$ cat src/rtl/store_buffer_if.sv
// store_buffer_if: push, dmem drain and load-forward signals of the store buffer.
interface store_buffer_if;
  logic        push;
  logic [31:0] push_addr;
  logic [3:0]  push_wmask;
  logic [31:0] push_wdata;
  logic        store_buffer_full;
  logic        store_buffer_empty;
  logic [31:0] dmem_addr;
  logic [3:0]  dmem_wmask;
  logic [31:0] dmem_wdata;
  logic        dmem_write;
  logic        dmem_resp;
  logic [31:0] ld_addr;
  logic [3:0]  fwd_mask;
  logic [31:0] fwd_data;
  modport master (
    output push, push_addr, push_wmask, push_wdata, dmem_resp, ld_addr,
    input  store_buffer_full, store_buffer_empty, dmem_addr, dmem_wmask, dmem_wdata, dmem_write,
           fwd_mask, fwd_data
  );
  modport slave (
    input  push, push_addr, push_wmask, push_wdata, dmem_resp, ld_addr,
    output store_buffer_full, store_buffer_empty, dmem_addr, dmem_wmask, dmem_wdata, dmem_write,
           fwd_mask, fwd_data
  );
endinterface

$ cat src/rtl/store_buffer.sv
// store_buffer: committed-store FIFO draining to dmem with load forwarding.
// Define STORE_BUFFER_COALESCE_EN to merge same-word pushes into the youngest entry.
module store_buffer #(
  parameter int SB_DEPTH    = 2,
  parameter int SB_NUM_ELEM = 2**SB_DEPTH
) (
  input logic          clk,
  input logic          rst,
  store_buffer_if.slave sb
);
  localparam logic [0:0] IDLE = 1'b0;
  localparam logic [0:0] BUSY = 1'b1;
  typedef logic [SB_DEPTH-1:0] ptr_t;
  typedef logic [SB_DEPTH:0] cnt_t;
  logic [0:0]  state_q, state_d;
  ptr_t        head_q, head_d, tail_q, tail_d, young, idx;
  cnt_t        count_q, count_d;
  logic        valid_q [SB_NUM_ELEM];
  logic        valid_d [SB_NUM_ELEM];
  logic [29:0] addr_q  [SB_NUM_ELEM];
  logic [29:0] addr_d  [SB_NUM_ELEM];
  logic [3:0]  mask_q  [SB_NUM_ELEM];
  logic [3:0]  mask_d  [SB_NUM_ELEM];
  logic [31:0] data_q  [SB_NUM_ELEM];
  logic [31:0] data_d  [SB_NUM_ELEM];
  logic        full, busy, drain, accept, merge, unused_bits;
  logic [3:0]  fwd_mask;
  logic [31:0] fwd_data;
  assign full        = count_q == cnt_t'(SB_NUM_ELEM);
  assign busy        = state_q == BUSY;
  assign drain       = busy && sb.dmem_resp;
  assign accept      = sb.push && (!full || drain);
  assign young       = tail_q - ptr_t'(1);
  assign unused_bits = ^{sb.push_addr[1:0], sb.ld_addr[1:0]};
`ifdef STORE_BUFFER_COALESCE_EN
  assign merge = valid_q[young] && addr_q[young] == sb.push_addr[31:2] && !(busy && young == head_q);
`else
  assign merge = 1'b0;
`endif
  assign sb.store_buffer_full  = full;
  assign sb.store_buffer_empty = count_q == '0;
  assign sb.dmem_write         = busy;
  assign sb.dmem_addr          = busy ? {addr_q[head_q], 2'b00} : '0;
  assign sb.dmem_wmask         = busy ? mask_q[head_q] : '0;
  assign sb.dmem_wdata         = busy ? data_q[head_q] : '0;
  assign sb.fwd_mask           = fwd_mask;
  assign sb.fwd_data           = fwd_data;
  // A push that lands in the slot freed by a same-cycle drain overrides the clear.
  always_comb begin
    valid_d = valid_q;
    addr_d  = addr_q;
    mask_d  = mask_q;
    data_d  = data_q;
    head_d  = head_q + ptr_t'(drain);
    tail_d  = tail_q + ptr_t'(accept && !merge);
    count_d = count_q + cnt_t'(accept && !merge) - cnt_t'(drain);
    if (drain) valid_d[head_q] = 1'b0;
    if (accept && merge) begin
      mask_d[young] = mask_q[young] | sb.push_wmask;
      for (int b = 0; b < 4; b++)
        data_d[young][8*b +: 8] = sb.push_wmask[b] ? sb.push_wdata[8*b +: 8] : data_q[young][8*b +: 8];
    end else if (accept) begin
      valid_d[tail_q] = 1'b1;
      addr_d[tail_q]  = sb.push_addr[31:2];
      mask_d[tail_q]  = sb.push_wmask;
      data_d[tail_q]  = sb.push_wdata;
    end
    state_d = !busy ? (count_q != '0 ? BUSY : IDLE) : (drain && count_d == '0 ? IDLE : BUSY);
  end
  // Walk oldest to youngest so younger matches overwrite older lanes.
  always_comb begin
    fwd_mask = '0;
    fwd_data = '0;
    idx      = head_q;
    for (int k = 0; k < SB_NUM_ELEM; k++) begin
      idx = head_q + ptr_t'(k);
      if (valid_q[idx] && addr_q[idx] == sb.ld_addr[31:2])
        for (int b = 0; b < 4; b++)
          if (mask_q[idx][b]) begin
            fwd_mask[b]          = 1'b1;
            fwd_data[8*b +: 8]   = data_q[idx][8*b +: 8];
          end
    end
  end
  always_ff @(posedge clk) begin
    if (rst) begin
      state_q <= IDLE;
      head_q  <= '0;
      tail_q  <= '0;
      count_q <= '0;
      for (int i = 0; i < SB_NUM_ELEM; i++) begin
        valid_q[i] <= 1'b0;
        addr_q[i]  <= '0;
        mask_q[i]  <= '0;
        data_q[i]  <= '0;
      end
    end else begin
      state_q <= state_d;
      head_q  <= head_d;
      tail_q  <= tail_d;
      count_q <= count_d;
      valid_q <= valid_d;
      addr_q  <= addr_d;
      mask_q  <= mask_d;
      data_q  <= data_d;
    end
  end
  always_ff @(posedge clk)
    if (!rst) assert (!(sb.push && full && !drain));
endmodule

$ cat src/flat_wrapper.sv
// flat-port wrapper written by rule: the top's interface ports become plain ports
module store_buffer_flat 
#(
  parameter int SB_DEPTH    = 2,
  parameter int SB_NUM_ELEM = 2**SB_DEPTH
)
  (clk, rst, sb_push, sb_push_addr, sb_push_wmask, sb_push_wdata, sb_dmem_resp, sb_ld_addr, sb_store_buffer_full, sb_store_buffer_empty, sb_dmem_addr, sb_dmem_wmask, sb_dmem_wdata, sb_dmem_write, sb_fwd_mask, sb_fwd_data);
  store_buffer_if sb_i ();
  input logic clk;
  input logic rst;
  input wire logic [$bits(sb_i.push)-1:0] sb_push;
  input wire logic [$bits(sb_i.push_addr)-1:0] sb_push_addr;
  input wire logic [$bits(sb_i.push_wmask)-1:0] sb_push_wmask;
  input wire logic [$bits(sb_i.push_wdata)-1:0] sb_push_wdata;
  input wire logic [$bits(sb_i.dmem_resp)-1:0] sb_dmem_resp;
  input wire logic [$bits(sb_i.ld_addr)-1:0] sb_ld_addr;
  output wire logic [$bits(sb_i.store_buffer_full)-1:0] sb_store_buffer_full;
  output wire logic [$bits(sb_i.store_buffer_empty)-1:0] sb_store_buffer_empty;
  output wire logic [$bits(sb_i.dmem_addr)-1:0] sb_dmem_addr;
  output wire logic [$bits(sb_i.dmem_wmask)-1:0] sb_dmem_wmask;
  output wire logic [$bits(sb_i.dmem_wdata)-1:0] sb_dmem_wdata;
  output wire logic [$bits(sb_i.dmem_write)-1:0] sb_dmem_write;
  output wire logic [$bits(sb_i.fwd_mask)-1:0] sb_fwd_mask;
  output wire logic [$bits(sb_i.fwd_data)-1:0] sb_fwd_data;
  assign sb_i.push = sb_push;
  assign sb_i.push_addr = sb_push_addr;
  assign sb_i.push_wmask = sb_push_wmask;
  assign sb_i.push_wdata = sb_push_wdata;
  assign sb_i.dmem_resp = sb_dmem_resp;
  assign sb_i.ld_addr = sb_ld_addr;
  assign sb_store_buffer_full = sb_i.store_buffer_full;
  assign sb_store_buffer_empty = sb_i.store_buffer_empty;
  assign sb_dmem_addr = sb_i.dmem_addr;
  assign sb_dmem_wmask = sb_i.dmem_wmask;
  assign sb_dmem_wdata = sb_i.dmem_wdata;
  assign sb_dmem_write = sb_i.dmem_write;
  assign sb_fwd_mask = sb_i.fwd_mask;
  assign sb_fwd_data = sb_i.fwd_data;
  store_buffer #(.SB_DEPTH(SB_DEPTH), .SB_NUM_ELEM(SB_NUM_ELEM)) u_core (.clk(clk), .rst(rst), .sb(sb_i));
endmodule
$ cat config.mk
export PLATFORM = sky130hd
export DESIGN_NAME = store_buffer_flat
export DESIGN_NICKNAME = d
export VERILOG_FILES = /design/src/rtl/store_buffer_if.sv /design/src/rtl/store_buffer.sv /design/src/flat_wrapper.sv
export SDC_FILE = /design/constraint.sdc
export NUM_CORES = 1
export LEC_CHECK = 0
export CAP_MARGIN = 20
export CORE_AREA = 10 10 207 209
export CTS_CLUSTER_DIAMETER = 30
export DETAILED_ROUTE_END_ITERATION = 8
export DIE_AREA = 0 0 217 219
export GPL_ROUTABILITY_DRIVEN = 1
export PLACE_DENSITY = 0.77
export SYNTH_ARGS = -nofsm -noshare
export SYNTH_HDL_FRONTEND = slang
export SYNTH_SLANG_ARGS = --single-unit
$ cat constraint.sdc
create_clock -name clk -period 6.35 [get_ports clk]
set_input_delay 0.9525 -clock clk [delete_from_list [all_inputs] [get_ports clk]]
set_output_delay 0.9525 -clock clk [all_outputs]
set_load 0.05 [all_outputs]
[Word level (Yosys, flattened, before mapping)]
Cells that the tools add are included.
W data, S select, Z words.
Operators by class
  add/sub/neg operators: 7
  multiply operators: 0
  divide/modulo/power cells: 0
  order comparisons: 7
  equal/unequal tests: 5
  shift-type cells: 0
  multiplexer cells: 109
  bitwise logic cells: 8
  reduce and logical (&&, ||, !) cells: 14
Operator list (number)
  $mux W32: 15
  $mux W30: 9
  $bmux W32 S2: 4
  $bmux W30 S2: 4
  $bwmux W128: 1
  $mux W8: 16
  $bwmux W120: 1
  $eq A30 B30 Y1: 4
  $demux W32 S2: 1
  $mux W4: 16
  $demux W30 S2: 1
  $bmux W4 S2: 4
  $mux W1: 29
  $bwmux W16: 1
  $ge A3 B3 Y1 const B: 5
  $not A2 Y3: 5
  $logic_and A1 B1 Y1: 9
  $bmux W1 S2: 4
  $demux W4 S2: 1
  $logic_not A3 Y1: 2
  $lt A3 B1 Y1 const B: 2
  $add A2 B1 Y2: 2
  $add A2 B2 Y2 const B: 2
  $and A4 B4 Y4: 1
  other kinds (10): 11
Word-level totals
  register bits after elaboration: 276
  bits in latches: 0
  memory bits (writable): 0
  ROM bits: 0
  input bits: 104
  output and inout bits: 107
  logic and storage cells: 170
  memories kept: 0

[Logic depth before layout (Yosys ltp)]
  depth in word-level cells: 13
  gate-level depth with buffers: 21
  mapped depth without buffers: 11

[Worst setup path after synthesis]
Ideal clock, no wire load.
  path type: register to output
  start point: register u_core.head_q[0]
  end point: output port sb_fwd_data[24]
  arrival: 4.746 ns
  required time: 5.398 ns
  slack: 0.652 ns
  cell stages (with the launch flop): 18
  buffers on the path: 11
  cell sequence: dfxtp_1 > buf_6 > buf_12 > buf_6 > inv_2 > buf_2 > buf_2 > clkbuf_1 > ha_1 > buf_6 > buf_6 > buf_4 > buf_4 > clkbuf_1 > mux4_2 > a311oi_4 > a221oi_1 > a211oi_2
Between the ends
  word-level cells in the longest chain between the ends: 13
  elaborated cells on any way between the ends: 71
  those cells by class: 3 x add/sub; 4 x eq/ne; 56 x mux; 4 x bitwise; 4 x reduce/logical
Ends and longest elaborated chain
  from (decl): line store_buffer.sv:16  | ptr_t head_q, head_d, tail_q, tail_d, young, idx;
  from (signal assigned): line store_buffer.sv:88  | head_q <= '0;
  from (signal assigned): line store_buffer.sv:99  | head_q <= head_d;
  branches (longest 12 deep; another with $add A2 B1 Y2)
  $mux W32 *: line store_buffer.sv:77  | if (valid_q[idx] && addr_q[idx] == sb.ld_addr[31:2])
  to (decl): line flat_wrapper.sv:24  | output wire logic [$bits(sb_i.fwd_data)-1:0] sb_fwd_data;
Every way passes the cells marked *. The select of a mux whose other input is x is not followed.

[Worst setup path in the final report]
  start point: register u_core.head_q[0]
  end point: output port sb_fwd_data[23]
Same word-level chain as after synthesis.

==> insert_results.sql <==
INSERT INTO impl_metrics (metric_group, metric, value, unit) VALUES
('outcome', 'outcome', 'completed', ''),
('global_routing', 'grt_first_pass_wirelength', '109000', 'um'),
('synth', 'synth_most_common_cell', 'nand2_1', ''),
('sta', 'setup-violations-final', '0', ''),
('power', 'netSwitchingPower', '2910', 'uW'),
('final_layout', 'drive_gt1_frac', '0.198', ''),
('synth', 'yosysSeqAreaShare', '0.273', ''),
('placed_design', 'place_congestion', '1.05', ''),
('power', 'pwr_density_cell', '326', 'nW/um2'),
('die', 'pin_count', '211', ''),
('sta', 'maxClockFrequency', '158', 'MHz'),
('placed_design', 'dp_cells', '2740', ''),
('synth', 'postSynthRegisterBits', '276', ''),
('clock_network', 'cts_tree', 'built', ''),
('die', 'die_width', '217', 'um'),
('drt', 'post-route-drc-count', '0', ''),
('clock_network', 'cts_resized', '0', ''),
('placed_design', 'placed_cell_area', '22400', 'um2'),
('sta', 'max_slew.worst_pin.slew', '1.16', 'ns'),
('power', 'seq_power_share', '0.263', ''),
('power', 'internal_power', '5150', 'uW'),
('synth', 'postSynth.asyncResetShare', '0', ''),
('setup_path', 'crit_chain', 'inv_2 > ha_4 > buf_12 > mux4_2 > xnor2_1 > nand4_1 > a2111oi_2 > nand4_2 > and2_1 > a211oi_2 > buf_12', ''),
('power', 'power_frac_clock', '0.415', ''),
('sta', 'final_cycle_utilization_of_the_critical_path', '0.999', ''),
('power', 'leakage', '0.00827', 'uW'),
('final_layout', 'stdcell_area', '24700', 'um2'),
('clock_network', 'cts-root-buf', 'clkbuf_16', ''),
('clock_network', 'path_clk_slew', '0.05', 'ns'),
('drt', 'wl_met2', '34200', 'um'),
('drt', 'dr_total_vias', '18800', ''),
('die', 'floorplan.die.height', '219', 'um'),
('synth', 'instance_count_of_the_mapped_netlist', '2189', ''),
('worst_hold_path', 'hold_path.class', 'flop to flop', ''),
('setup_path', 'worst_path_largest_cell_delay', '0.73', 'ns'),
('final_layout', 'syn2layout_area_growth', '21.8', '%'),
('synth', 'synth_enable_flop_cells', '0', ''),
('sta', 'final.setup_skew', '0.0265', 'ns'),
('synth', 'synthDominantCellAreaShare', '0.273', ''),
('power', 'ir_drop', '0.227', 'mV'),
('global_routing', 'grt_antenna_before_repair', '6', ''),
('synth', 'commonest_register_cell_after_synthesis', 'dfxtp_1', ''),
('setup_path', 'timing.critical_path.fanout_max', '51', ''),
('global_routing', 'grt_start_max_net_pins', '114', ''),
('global_routing', 'grt_overflow_total', '0', ''),
('drt', 'route.met3.wl', '7570', 'um'),
('drt', 'first_pass_iters', '6', ''),
('power', 'sw_frac_of_total', '0.361', ''),
('die', 'floorplan.die_area', '47500', 'um2'),
('die', 'initial_core_util', '0.526', ''),
('setup_path', 'crit_slowest_cell', 'a2111oi_2', ''),
('setup_path', 'timing.critical_path.from_type', 'flop', ''),
('final_layout', 'seqCellArea', '5530', 'um2'),
('setup_path', 'critical-path-top-delay-family', 'simple AND/OR/NAND/NOR gates', ''),
('synth', 'synth_top_cell_by_area', 'dfxtp_1', ''),
('drt', 'top_signal_layer_used', 'met5', ''),
('drt', 'postRouteAntennaNets', '0', ''),
('clock_network', 'cts.path.max_buffers', '3', ''),
('synth', 'syn_area_per_cell', '9.26', 'um2'),
('setup_path', 'worst-endpoint-arrival', '5.39', 'ns'),
('die', 'floorplan_row_count', '72', ''),
('setup_path', 'critPathRequiredTime', '5.40', 'ns'),
('synth', 'syn_area', '20300', 'um2'),
('setup_path', 'critical_path.endpoint_type', 'primary output', ''),
('clock_network', 'ctsHtreeMaxLevel', '2', ''),
('drt', 'met1Wirelength', '26600', 'um'),
('final_layout', 'nets', '2403', ''),
('setup_path', 'critical_path_buf_inv_count', '3', ''),
('sta', 'final_hold_vios', '0', ''),
('final_layout', 'layout.cells.non_filler', '2864', ''),
('drt', 'postRouteWirelength', '71400', 'um');
-- timing repair --
action | in CTS | in global routing
endpoints found under the setup margin | 1 | 17
gates cloned | 0 | 0
hold buffers | 0 | 0
buffers inserted | 0 | 4
pin swaps | 1 | 2
-- per-stage QoR --
step / setup TNS, ns / worst slack [ns] / power (uW) / utilization / hold slack [ns]
2_1_floorplan: 0 / 0.652 / 4000 / - / 0.458
3_3_place_gp: 0 / 0.701 / 4610 / 0.582 / 0.475
3_5_place_dp: 0 / 0.619 / 4680 / 0.582 / 0.486
4_1_cts: 0 / 0.0690 / 8020 / 0.639 / 0.492
5_1_grt: -0.0232 / -0.0232 / 8340 / 0.641 / 0.517
6_report: 0 / 0.00624 / 8060 / 0.641 / 0.492
-- sequential cells by signal, indices dropped and copies added (netlist names) --
signal and count:
u_core.data_q 128, u_core.mask_q 16, u_core.addr_q 120, u_core.count_q 3, u_core.head_q 2, u_core.valid_q 4
u_core.tail_q 2, u_core.sb.dmem_write 1
-- cell usage in the layout (no fill, tap or decap), types with 26 or more instances in the layout --
cell,n
mux2i_1,92
xnor2_1,89
a21oi_1,274
and2_1,55
buf_12,26
nand2_1,596
clkbuf_16,62
mux4_2,215
inv_1,37
nor2_1,34
dfxtp_1,273
buf_4,44
clkdlybuf4s50_1,167
xor2_1,29
-- power groups by stage --
stage | registers [uW] | logic (uW) | clock network (uW)
3_5_place_dp | 2140 | 2540 | 0
6_report | 2120 | 2600 | 3340
2_1_floorplan | 2050 | 1950 | 0
4_1_cts | 2110 | 2560 | 3350
5_1_grt | 2140 | 2750 | 3460
3_3_place_gp | 2110 | 2500 | 0
-- final timing paths --
kind                                    from                             end  slack (ns)  cells past startpoint
min reg2reg   u_core.addr_q[14]$_SDFFE_PP0P_  u_core.addr_q[14]$_SDFFE_PP0P_        0.49                      2
max reg2reg  u_core.sb.dmem_write$_SDFF_PP0_  u_core.addr_q[31]$_SDFFE_PP0P_        2.53                     10
min           u_core.addr_q[14]$_SDFFE_PP0P_  u_core.addr_q[14]$_SDFFE_PP0P_        0.49                      2
max              u_core.head_q[0]$_SDFF_PP0_                 sb_fwd_data[23]       0.006                     11
-- logic make-up after synthesis --
group / after synthesis / synth area share
AO/OA/AOI/OAI: 432 / 0.146
XOR/XNOR: 118 / 0.0510
adder cells (fa/ha/maj): 9 / 0.00592
buffers and inverters: 240 / 0.0579
flip-flops: 276 / 0.273
multiplexers: 319 / 0.292
other: 1 / 0.000185
AND/OR/NAND/NOR: 794 / 0.175
-- worst min-delay path: stages, from the launching register on --
cell     delay [ns]
dfxtp_1        0.33
nand2_1        0.06
a21oi_1        0.05
-- routing by layer --
layer	vias up	GRT usage
met5	-	0
met4	4	0.136
met3	197	0.0646
met2	1197	0.468
met1	9247	0.361
li1	8167	-
-- area by class of cell --
| cell class | count | area share |
|---|---|---|
| diodes | 3 | 0.000304 |
| clock buffers | 73 | 0.0681 |
| well taps | 518 | 0.0262 |
| inverters | 39 | 0.00593 |
| clock inverters | 43 | 0.0215 |
| multi-input cells | 1674 | 0.551 |
| repair buffers | 238 | 0.103 |
| flip-flops and latches | 276 | 0.224 |
Power figures use the tool's default switching activity.
